<file path="config.mk">
export PLATFORM = sky130hd
export DESIGN_NAME = ysyx_22050243_wbu
export DESIGN_NICKNAME = d
export VERILOG_FILES = /design/src/rtl/ysyx_22050243_pkg.sv /design/src/rtl/ysyx_22050243_load_ext.sv /design/src/rtl/ysyx_22050243_wbu.sv
export SDC_FILE = /design/constraint.sdc
export NUM_CORES = 1
export LEC_CHECK = 0
export BUFFER_PORTS_ARGS = -buffer_cell sky130_fd_sc_hd__buf_4
export CORE_ASPECT_RATIO = 1.25
export CORE_MARGIN = 10
export CORE_UTILIZATION = 48
export DETAILED_ROUTE_END_ITERATION = 7
export PLACE_DENSITY_LB_ADDON = 0.05
export SLEW_MARGIN = 0
export SYNTH_ARGS = -nofsm -noshare
export SYNTH_HDL_FRONTEND = slang
export SYNTH_SLANG_ARGS = --single-unit
</file>
<file path="constraint.sdc">
create_clock -name clk -period 2.25 [get_ports clk]
set_input_delay 0.45 -clock clk [delete_from_list [all_inputs] [get_ports clk]]
set_output_delay 0.45 -clock clk [all_outputs]
set_load 0.1 [all_outputs]
</file>
<file path="src/rtl/ysyx_22050243_pkg.sv">
// Shared types and constants for the writeback unit.
// Optional difftest commit ports: define YSYX_22050243_DIFFTEST_EN.
package ysyx_22050243_pkg;

  localparam int unsigned XLEN    = 64;
  localparam int unsigned GPR_AW  = 5;
  localparam int unsigned PC_W    = 64;

  typedef enum logic [1:0] {
    IDLE     = 2'd0,
    WAIT_MEM = 2'd1,
    COMMIT   = 2'd2
  } wbu_state_e;

  // RISC-V load funct3 encodings
  localparam logic [2:0] LB  = 3'b000;
  localparam logic [2:0] LH  = 3'b001;
  localparam logic [2:0] LW  = 3'b010;
  localparam logic [2:0] LD  = 3'b011;
  localparam logic [2:0] LBU = 3'b100;
  localparam logic [2:0] LHU = 3'b101;
  localparam logic [2:0] LWU = 3'b110;

endpackage

</file>
<file path="src/rtl/ysyx_22050243_load_ext.sv">
// Load data alignment and sign/zero extension (purely combinational).
// Raw doubleword is shifted right by the byte offset (zero fill), then
// the low byte/half/word is extended according to funct3.
module ysyx_22050243_load_ext
  import ysyx_22050243_pkg::*;
#(
  parameter int unsigned DATA_WIDTH = XLEN
) (
  input  logic [2:0]            funct3_i,
  input  logic [2:0]            addr_lo_i,
  input  logic [DATA_WIDTH-1:0] rdata_i,
  output logic [DATA_WIDTH-1:0] ext_o
);

  logic [DATA_WIDTH-1:0] shifted;

  // Align the addressed byte to bit 0, then extend by access size
  always_comb begin
    shifted = rdata_i >> {addr_lo_i, 3'b000};
    ext_o   = shifted;
    unique case (funct3_i)
      LB:      ext_o = {{(DATA_WIDTH-8){shifted[7]}},   shifted[7:0]};
      LH:      ext_o = {{(DATA_WIDTH-16){shifted[15]}}, shifted[15:0]};
      LW:      ext_o = {{(DATA_WIDTH-32){shifted[31]}}, shifted[31:0]};
      LBU:     ext_o = {{(DATA_WIDTH-8){1'b0}},  shifted[7:0]};
      LHU:     ext_o = {{(DATA_WIDTH-16){1'b0}}, shifted[15:0]};
      LWU:     ext_o = {{(DATA_WIDTH-32){1'b0}}, shifted[31:0]};
      default: ext_o = shifted;  // LD and the unused 3'b111 encoding
    endcase
  end

endmodule

</file>
<file path="src/rtl/ysyx_22050243_wbu.sv">
// Writeback unit: sole driver of the GPR write port.
// Accepts EXU results, waits for load data when needed, and issues one
// GPR write per committed instruction (writes to x0 suppressed).
// Optional difftest commit ports: define YSYX_22050243_DIFFTEST_EN.
module ysyx_22050243_wbu
  import ysyx_22050243_pkg::*;
#(
  parameter int unsigned DATA_WIDTH     = XLEN,
  parameter int unsigned REG_ADDR_WIDTH = GPR_AW
) (
  input  logic                      clk,
  input  logic                      rst,
  input  logic                      in_valid,
  output logic                      in_ready,
  input  logic [REG_ADDR_WIDTH-1:0] in_rd,
  input  logic                      in_rd_wen,
  input  logic                      in_is_load,
  input  logic [2:0]                in_ld_funct3,
  input  logic [2:0]                in_addr_lo,
  input  logic [DATA_WIDTH-1:0]     in_alu_result,
`ifdef YSYX_22050243_DIFFTEST_EN
  input  logic [PC_W-1:0]           in_pc,
  output logic                      commit,
  output logic [PC_W-1:0]           commit_pc,
`endif
  input  logic                      mem_rvalid,
  input  logic [DATA_WIDTH-1:0]     mem_rdata,
  output logic                      w_en,
  output logic [REG_ADDR_WIDTH-1:0] w_addr,
  output logic [DATA_WIDTH-1:0]     w_data
);

  wbu_state_e state_q, state_d;

  logic [REG_ADDR_WIDTH-1:0] rd_q;
  logic                      rd_wen_q;
  logic                      is_load_q;
  logic [2:0]                funct3_q;
  logic [2:0]                addr_lo_q;
  logic [DATA_WIDTH-1:0]     data_q;
  logic                      w_en_q, w_en_d;
  logic [DATA_WIDTH-1:0]     ld_ext;
  logic                      hs;

`ifdef YSYX_22050243_DIFFTEST_EN
  logic [PC_W-1:0] pc_q;
  logic            commit_q;
  logic [PC_W-1:0] commit_pc_q, commit_pc_d;
`endif

  assign hs = in_valid && in_ready;

  ysyx_22050243_load_ext #(
    .DATA_WIDTH (DATA_WIDTH)
  ) u_load_ext (
    .funct3_i  (funct3_q),
    .addr_lo_i (addr_lo_q),
    .rdata_i   (mem_rdata),
    .ext_o     (ld_ext)
  );

  // State register
  always_ff @(posedge clk) begin
    if (rst) state_q <= IDLE;
    else     state_q <= state_d;
  end

  // Next-state logic
  always_comb begin
    state_d = state_q;
    unique case (state_q)
      IDLE, COMMIT: begin
        if (hs) state_d = in_is_load ? WAIT_MEM : COMMIT;
        else    state_d = IDLE;
      end
      WAIT_MEM: if (mem_rvalid && is_load_q) state_d = COMMIT;
      default:  state_d = IDLE;
    endcase
  end

  // Handshake readiness depends on state only
  always_comb begin
    in_ready = (state_q == IDLE) || (state_q == COMMIT);
  end

  // Write enable for the upcoming COMMIT cycle; a non-load entering COMMIT
  // uses the fields being captured this cycle, a load uses the held ones
  always_comb begin
    w_en_d = 1'b0;
    if (state_d == COMMIT) begin
      if (hs) w_en_d = in_rd_wen && (in_rd != '0);
      else    w_en_d = rd_wen_q && (rd_q != '0);
    end
  end

  // Capture instruction fields on handshake; replace data with load result
  always_ff @(posedge clk) begin
    if (rst) begin
      rd_q      <= '0;
      rd_wen_q  <= 1'b0;
      is_load_q <= 1'b0;
      funct3_q  <= '0;
      addr_lo_q <= '0;
      data_q    <= '0;
      w_en_q    <= 1'b0;
    end else begin
      w_en_q <= w_en_d;
      if (hs) begin
        rd_q      <= in_rd;
        rd_wen_q  <= in_rd_wen;
        is_load_q <= in_is_load;
        funct3_q  <= in_ld_funct3;
        addr_lo_q <= in_addr_lo;
        data_q    <= in_alu_result;
      end else if (state_q == WAIT_MEM && mem_rvalid) begin
        data_q <= ld_ext;
      end
    end
  end

  assign w_en   = w_en_q;
  assign w_addr = rd_q;
  assign w_data = data_q;

`ifdef YSYX_22050243_DIFFTEST_EN
  // PC of the instruction entering COMMIT
  always_comb begin
    commit_pc_d = commit_pc_q;
    if (state_d == COMMIT) commit_pc_d = hs ? in_pc : pc_q;
  end

  // Difftest commit strobe and held commit PC
  always_ff @(posedge clk) begin
    if (rst) begin
      pc_q        <= '0;
      commit_q    <= 1'b0;
      commit_pc_q <= '0;
    end else begin
      if (hs) pc_q <= in_pc;
      commit_q    <= (state_d == COMMIT);
      commit_pc_q <= commit_pc_d;
    end
  end

  assign commit    = commit_q;
  assign commit_pc = commit_pc_q;
`endif

endmodule
</file>
# Yosys cells after proc, flatten, opt, wreduce, memory -nomap -nowiden
# Index checks and enable logic that the tools add are counted.
word_totals:
  output_inout_bits: 71
  register_bits: 80
  word_cells: 39
  in_bits: 145
op_classes:
  shift: 1
  n_eq_ne: 8
  bitwise: 1
  muxes: 8
  n_reduce_logical: 13
ops:
  columns: ["op", "count"]
  rows:
  - ["64-bit one-hot mux with 6 select lines", 1]
  - ["64-bit two-way mux", 2]
  - ["64-bit by 6-bit right shift with 64-bit output", 1]
  - ["5-bit nonzero test", 2]
  - ["3-bit equality test (second input constant)", 3]
  - ["2-bit two-way mux", 3]
  - ["1-bit logical AND", 5]
  - ["2-bit equality test (second input constant)", 2]
  - ["2-bit one-hot mux with 2 select lines", 1]
  - ["2-bit OR reduction", 2]
  - ["3-bit by 1-bit equality test with 1-bit output (second input constant)", 1]
  - ["3-bit by 2-bit equality test with 1-bit output (second input constant)", 1]
  - ["3-bit zero test", 1]
  - ["2-bit by 1-bit equality test with 1-bit output (second input constant)", 1]
  - ["2-bit zero test", 1]
  - ["2-bit nonzero test", 1]
  - ["1-bit logical OR", 1]
  - ["1-bit two-way mux", 1]
  - ["1-bit NOT", 1]

# Longest topological paths before layout
logic_depth:
  depth_word: 8
  depth_mapped: 8

# Cells and area by module
# From an unflattened synthesis, not the netlist that was laid out.
hier_totals:
  cells_unflattened: 734
  hier_area_um2: 6284.8
modules_own_cells:
  columns: ["mod", "seq_area_each_um2", "cells_each", "area_per_inst_um2", "n_inst"]
  rows:
  - ["ysyx_22050243_wbu", 1601.5, 441, 3946.3, 1]
  - ["ysyx_22050243_load_ext", 0.0, 293, 2338.5, 1]

# Worst setup path after synthesis
# Ideal clock, no wire load.
synth_path:
  kind: "input port to flip-flop"
  startpoint: "in mem_rvalid"
  endpoint: "reg data_q[34] (netlist: w_data[34])"
  path_buffers: 3
  setup_time_ns: 0.101
  stages: 8
  slack_ns: 0.280
  arrival_ns: 1.869
  cell_sequence: "nand2_1 or2_2 clkbuf_1 nand2_1 buf_2 buf_2 nor2_1 a2111oi_4"
synth_between:
  elab_chain_len: 2
synth_lines:
  columns: ["element", "line_no", "text"]
  rows:
  - ["start, declared", "ysyx_22050243_wbu.sv:26", "input logic mem_rvalid,"]
  - ["1-bit logical AND", "ysyx_22050243_wbu.sv:115", "end else if (state_q == WAIT_MEM && mem_rvalid) begin"]
  - ["2-bit nonzero test (no line)", null, null]
  - ["end signal, assigned", "ysyx_22050243_wbu.sv:114", "data_q <= in_alu_result;"]
  - ["end signal, assigned", "ysyx_22050243_wbu.sv:116", "data_q <= ld_ext;"]
  - ["end, declared", "ysyx_22050243_wbu.sv:40", "logic [DATA_WIDTH-1:0] data_q;"]
# Every way passes these cells.
# A chain may end at the register's enable or synchronous reset.

# Worst setup path after layout
layout_path:
  startpoint: "reg addr_lo_q[1]"
  endpoint: "reg data_q[18] (netlist: w_data[18])"
layout_between:
  elab_chain_len: 4
layout_lines:
  columns: ["element", "line_no", "text"]
  rows:
  - ["start, declared", "ysyx_22050243_wbu.sv:39", "logic [2:0] addr_lo_q;"]
  - ["start signal, assigned", "ysyx_22050243_wbu.sv:113", "addr_lo_q <= in_addr_lo;"]
  - ["64-bit by 6-bit right shift with 64-bit output", "ysyx_22050243_load_ext.sv:19", "shifted = rdata_i >> {addr_lo_i, 3'b000};"]
  - ["64-bit one-hot mux with 6 select lines", "ysyx_22050243_load_ext.sv:21", "unique case (funct3_i)"]
  - ["64-bit two-way mux", "ysyx_22050243_wbu.sv:115", null]
  - ["64-bit two-way mux", "ysyx_22050243_wbu.sv:108", "if (hs) begin"]
# Every way passes these cells. The select of a mux whose other input is x is not followed.

==> reports/results.txt <==
The logs give 979 for the final-stage net count and 0 for the post-route DRC violation count. The run gives 5687 as the via count of the routed design. The initial core utilization is 49.3%. The share of synthesized registers carrying an async set or reset is 0%. The endpoint kind of the worst setup timing path is a flop.

The CTS buffer count came out at 9. CTS saw 80 sinks. Number of warnings printed during yosys synthesis: 0.

Synthesis inferred 80 register bits. For the number of H-tree levels, the log shows 3. Number of setup violations in the final report: 0. The transition at the pin with the smallest max-transition slack was 0.614 ns; the peak supply drop was 0.407 mV.

For the number of antenna violations at the first check in global routing, the log shows 0. In this run the remaining antenna-violating nets after routing total 0. The headroom to the max-slew limit is 58.7%.

Worst hold slack after final layout: 0.353 ns. After floorplanning, the core was divided into 43 placement rows. The commonest cells after synthesis are sky130_fd_sc_hd__nor2_1 (142), sky130_fd_sc_hd__dfxtp_1 (80), sky130_fd_sc_hd__nand2_1 (78).

The logs give 2 for the maximum root-to-sink buffer count and 216 for the top-level I/O count. Once detailed placement completed, the half-perimeter wirelength came to 16800 um. The clock latency on the worst-skew pair is 0.35 ns, and the number of distinct library cells after synthesis is 46. The first global-routing pass estimated 32600 um of wire. Of the cells placed in the final design, the portion with a size suffix greater than 1 is 43.9%. In this run the static leakage power is 0.00311 uW.

Each instance of the synthesized netlist takes up on average 9.00 um2. By instance count, the leading cell after synthesis is sky130_fd_sc_hd__nor2_1. The most instantiated flip-flop cell in the synthesis netlist was sky130_fd_sc_hd__dfxtp_1. The clock transition at the registers of the reported paths is 0.06 ns. The routability congestion estimate from global placement was 0.932; the post-route setup TNS was 0 ns. Of the total synthesized cell area, the portion taken by XOR and XNOR cells is 0%. Maximum number of pins on one net before global-route repair: 56. For the critical path arrival, the log shows 2.37 ns. The adder-cell area share of the yosys netlist was 0%; the part of the Yosys area used for sequential elements was 29.0%. Width of the die: 116 um.

Power spread over the standard cell area amounts to 706 nW/um2. The run gives 0 as the count of antenna diodes in the layout. The run finished with clean final reports. The number of nets in the synthesized netlist was 758. For this design, the CTS-stage hold fixing added 0 buffers. The setup path with the least slack is of type flop to flop. The root buffer selected by CTS is sky130_fd_sc_hd__clkbuf_16. From bottom edge to top edge, the die measures 140 um. STA puts the critical path data required time at 2.47 ns. The worst setup path is launched from a flop.

Fill cells in the final layout number 918. The share of synthesized area in the top cell type comes to 29.0%. The netlist area before placement was 5510 um2; the complex-gate fraction of the synthesized area was 32.2%. The aggregate global routing overflow is 0, and the minimum setup slack in the final design is 0.0989 ns.

Summed over all layers, the routed wires come to 21200 um. Between clock sinks in the finished design, the worst skew comes to 0.00511 ns. In this run the tool buffered the top-level ports with 215 buffer cells. For this run, the share of the core covered by cells in the final layout is 70.2%.

Yosys mapped a number of flops with a built-in enable equal to 0. The number of failing hold endpoints at the final stage is 0, and the floorplan core area is 11200 um2. The number of global-route vias before repair is 5885. Setup slack at placement: -0.339 ns. The number of instances in the synthesized netlist was 613.

Yosys attributes the largest share of cell area to sky130_fd_sc_hd__dfxtp_1 (29%), sky130_fd_sc_hd__a2111oi_4 (15%), sky130_fd_sc_hd__nor2_1 (9.7%), sky130_fd_sc_hd__mux2i_1 (7.6%), sky130_fd_sc_hd__nand2_1 (5.3%). The number of maximum-capacitance violations came out at 0. Dividing the detail-routed wire length by the instance count gives 21.8 um. Summed over all instances, the cell type with the most area after synthesis is sky130_fd_sc_hd__dfxtp_1. The run gives 25.4% as the overall track demand over capacity in global routing. The type of the tightest min-delay check was input port to flop. The worst path uses 95.6% of the clock period. The iteration-0 DRC count of the detailed router was 470; the total power draw was 5550 uW. TritonCTS built the clock tree. The worst-path maximum fanout came out at 14. Multiplexer cells account for 14.6% of the synthesized area. Relative to the synthesized area, the layout overhead comes to 42.5%. The simple-gate portion of the synthesized area was 19.3%. The final-report max-slew violation count is 0.

The tools report the upper clock frequency limit as 465 MHz. Subtracting the final worst setup slack from the clock period gives 2.15 ns. Combinational family with the most area after synthesis: compound AO/OA/AOI/OAI gates. The die covers 16200 um2. The first detailed-routing pass took 5 iterations.

Using the TritonRoute via totals, the vias-per-cell ratio works out to 5.84.
area by class of cell:
class,instances,area (um2),share of cell area [%]
clock inverter,5,81.3,1.04
multi-input combinational,476,3690,47.0
tap,135,169,2.15
inverter,3,11.3,0.143
timing repair buffer,264,2060,26.2
sequential,80,1610,20.5
clock buffer,10,239,3.04
worst max-delay path, stage by stage, from the launching register on:
cell and delay [ns]:
sky130_fd_sc_hd__dfxtp_4 0.38, sky130_fd_sc_hd__buf_4 0.14, sky130_fd_sc_hd__mux2i_1 0.13, sky130_fd_sc_hd__o2bb2ai_1 0.13
sky130_fd_sc_hd__buf_4 0.14, sky130_fd_sc_hd__nor4b_4 0.34, sky130_fd_sc_hd__buf_4 0.20, sky130_fd_sc_hd__nor2_4 0.05
sky130_fd_sc_hd__buf_12 0.14, sky130_fd_sc_hd__a2111oi_0 0.37
registers in the layout (all words and copies together) (netlist names):
name	flops
w_data	64
funct3_q	3
w_addr	5
rd_wen_q	1
state_q	2
addr_lo_q	3
is_load_q	1
w_en	1
final timing paths:
check / cells past startpoint / slack [ns] / to / start
min reg2reg: 2 / 0.46 / rd_wen_q / rd_wen_q
max reg2reg: 9 / 0.1 / w_data[18] / addr_lo_q[1]
max: 9 / 0.1 / w_data[18] / addr_lo_q[1]
min: 3 / 0.35 / addr_lo_q[1] / in_addr_lo[1]
layer usage:
layer  vias up  wire (um)  part of all wire [%]  global-route usage [%]
met4         0        558                   2.6                    9.31
met1      2679       8340                    39                    30.8
met3        34       2070                   9.8                    7.14
li1       2676          -                     -                       -
met2       298      10200                    48                    41.4
met5         -          0                     0                       0
what timing repair did:
| action | in CTS | in global routing |
|---|---|---|
| endpoints found under the setup margin | 41 | 38 |
| pin swaps | 1 | 4 |
| resized for setup | 5 | 9 |
| buffers inserted | 3 | 2 |
metrics by stage:
step           instances  area (um2)
2_1_floorplan        613        5510
3_3_place_gp         953        7430
3_5_place_dp         953        7430
4_1_cts              971        7810
5_1_grt              973        7860
6_report             973        7860
cell families after synthesis:
logic type / Yosys count
buffers and inverters: 57
AOI/OAI and AO/OA: 157
and+or+nand+nor: 252
muxes: 67
DFF: 80
report_power, final:
| group | total [uW] | switching [uW] | internal, uW |
|---|---|---|---|
| clock | 1620 | 622 | 996 |
| combinational | 2290 | 1550 | 741 |
| sequential | 1640 | 88.6 | 1550 |
| total | 5550 | 2260 | 3290 |
placed cells by master, fill, tap and decap left out, types with 12 or more instances in the layout:
master                      count
sky130_fd_sc_hd__buf_4        258
sky130_fd_sc_hd__nor2_1       142
sky130_fd_sc_hd__nand2_1       77
sky130_fd_sc_hd__dfxtp_1       76
sky130_fd_sc_hd__mux2i_1       42
sky130_fd_sc_hd__a21oi_1       33
sky130_fd_sc_hd__a2111oi_4     30
sky130_fd_sc_hd__mux2_2        16
sky130_fd_sc_hd__a22oi_1       16
sky130_fd_sc_hd__o21ai_0       15
sky130_fd_sc_hd__a2111oi_2     12
(Power assumes the default switching activity.)
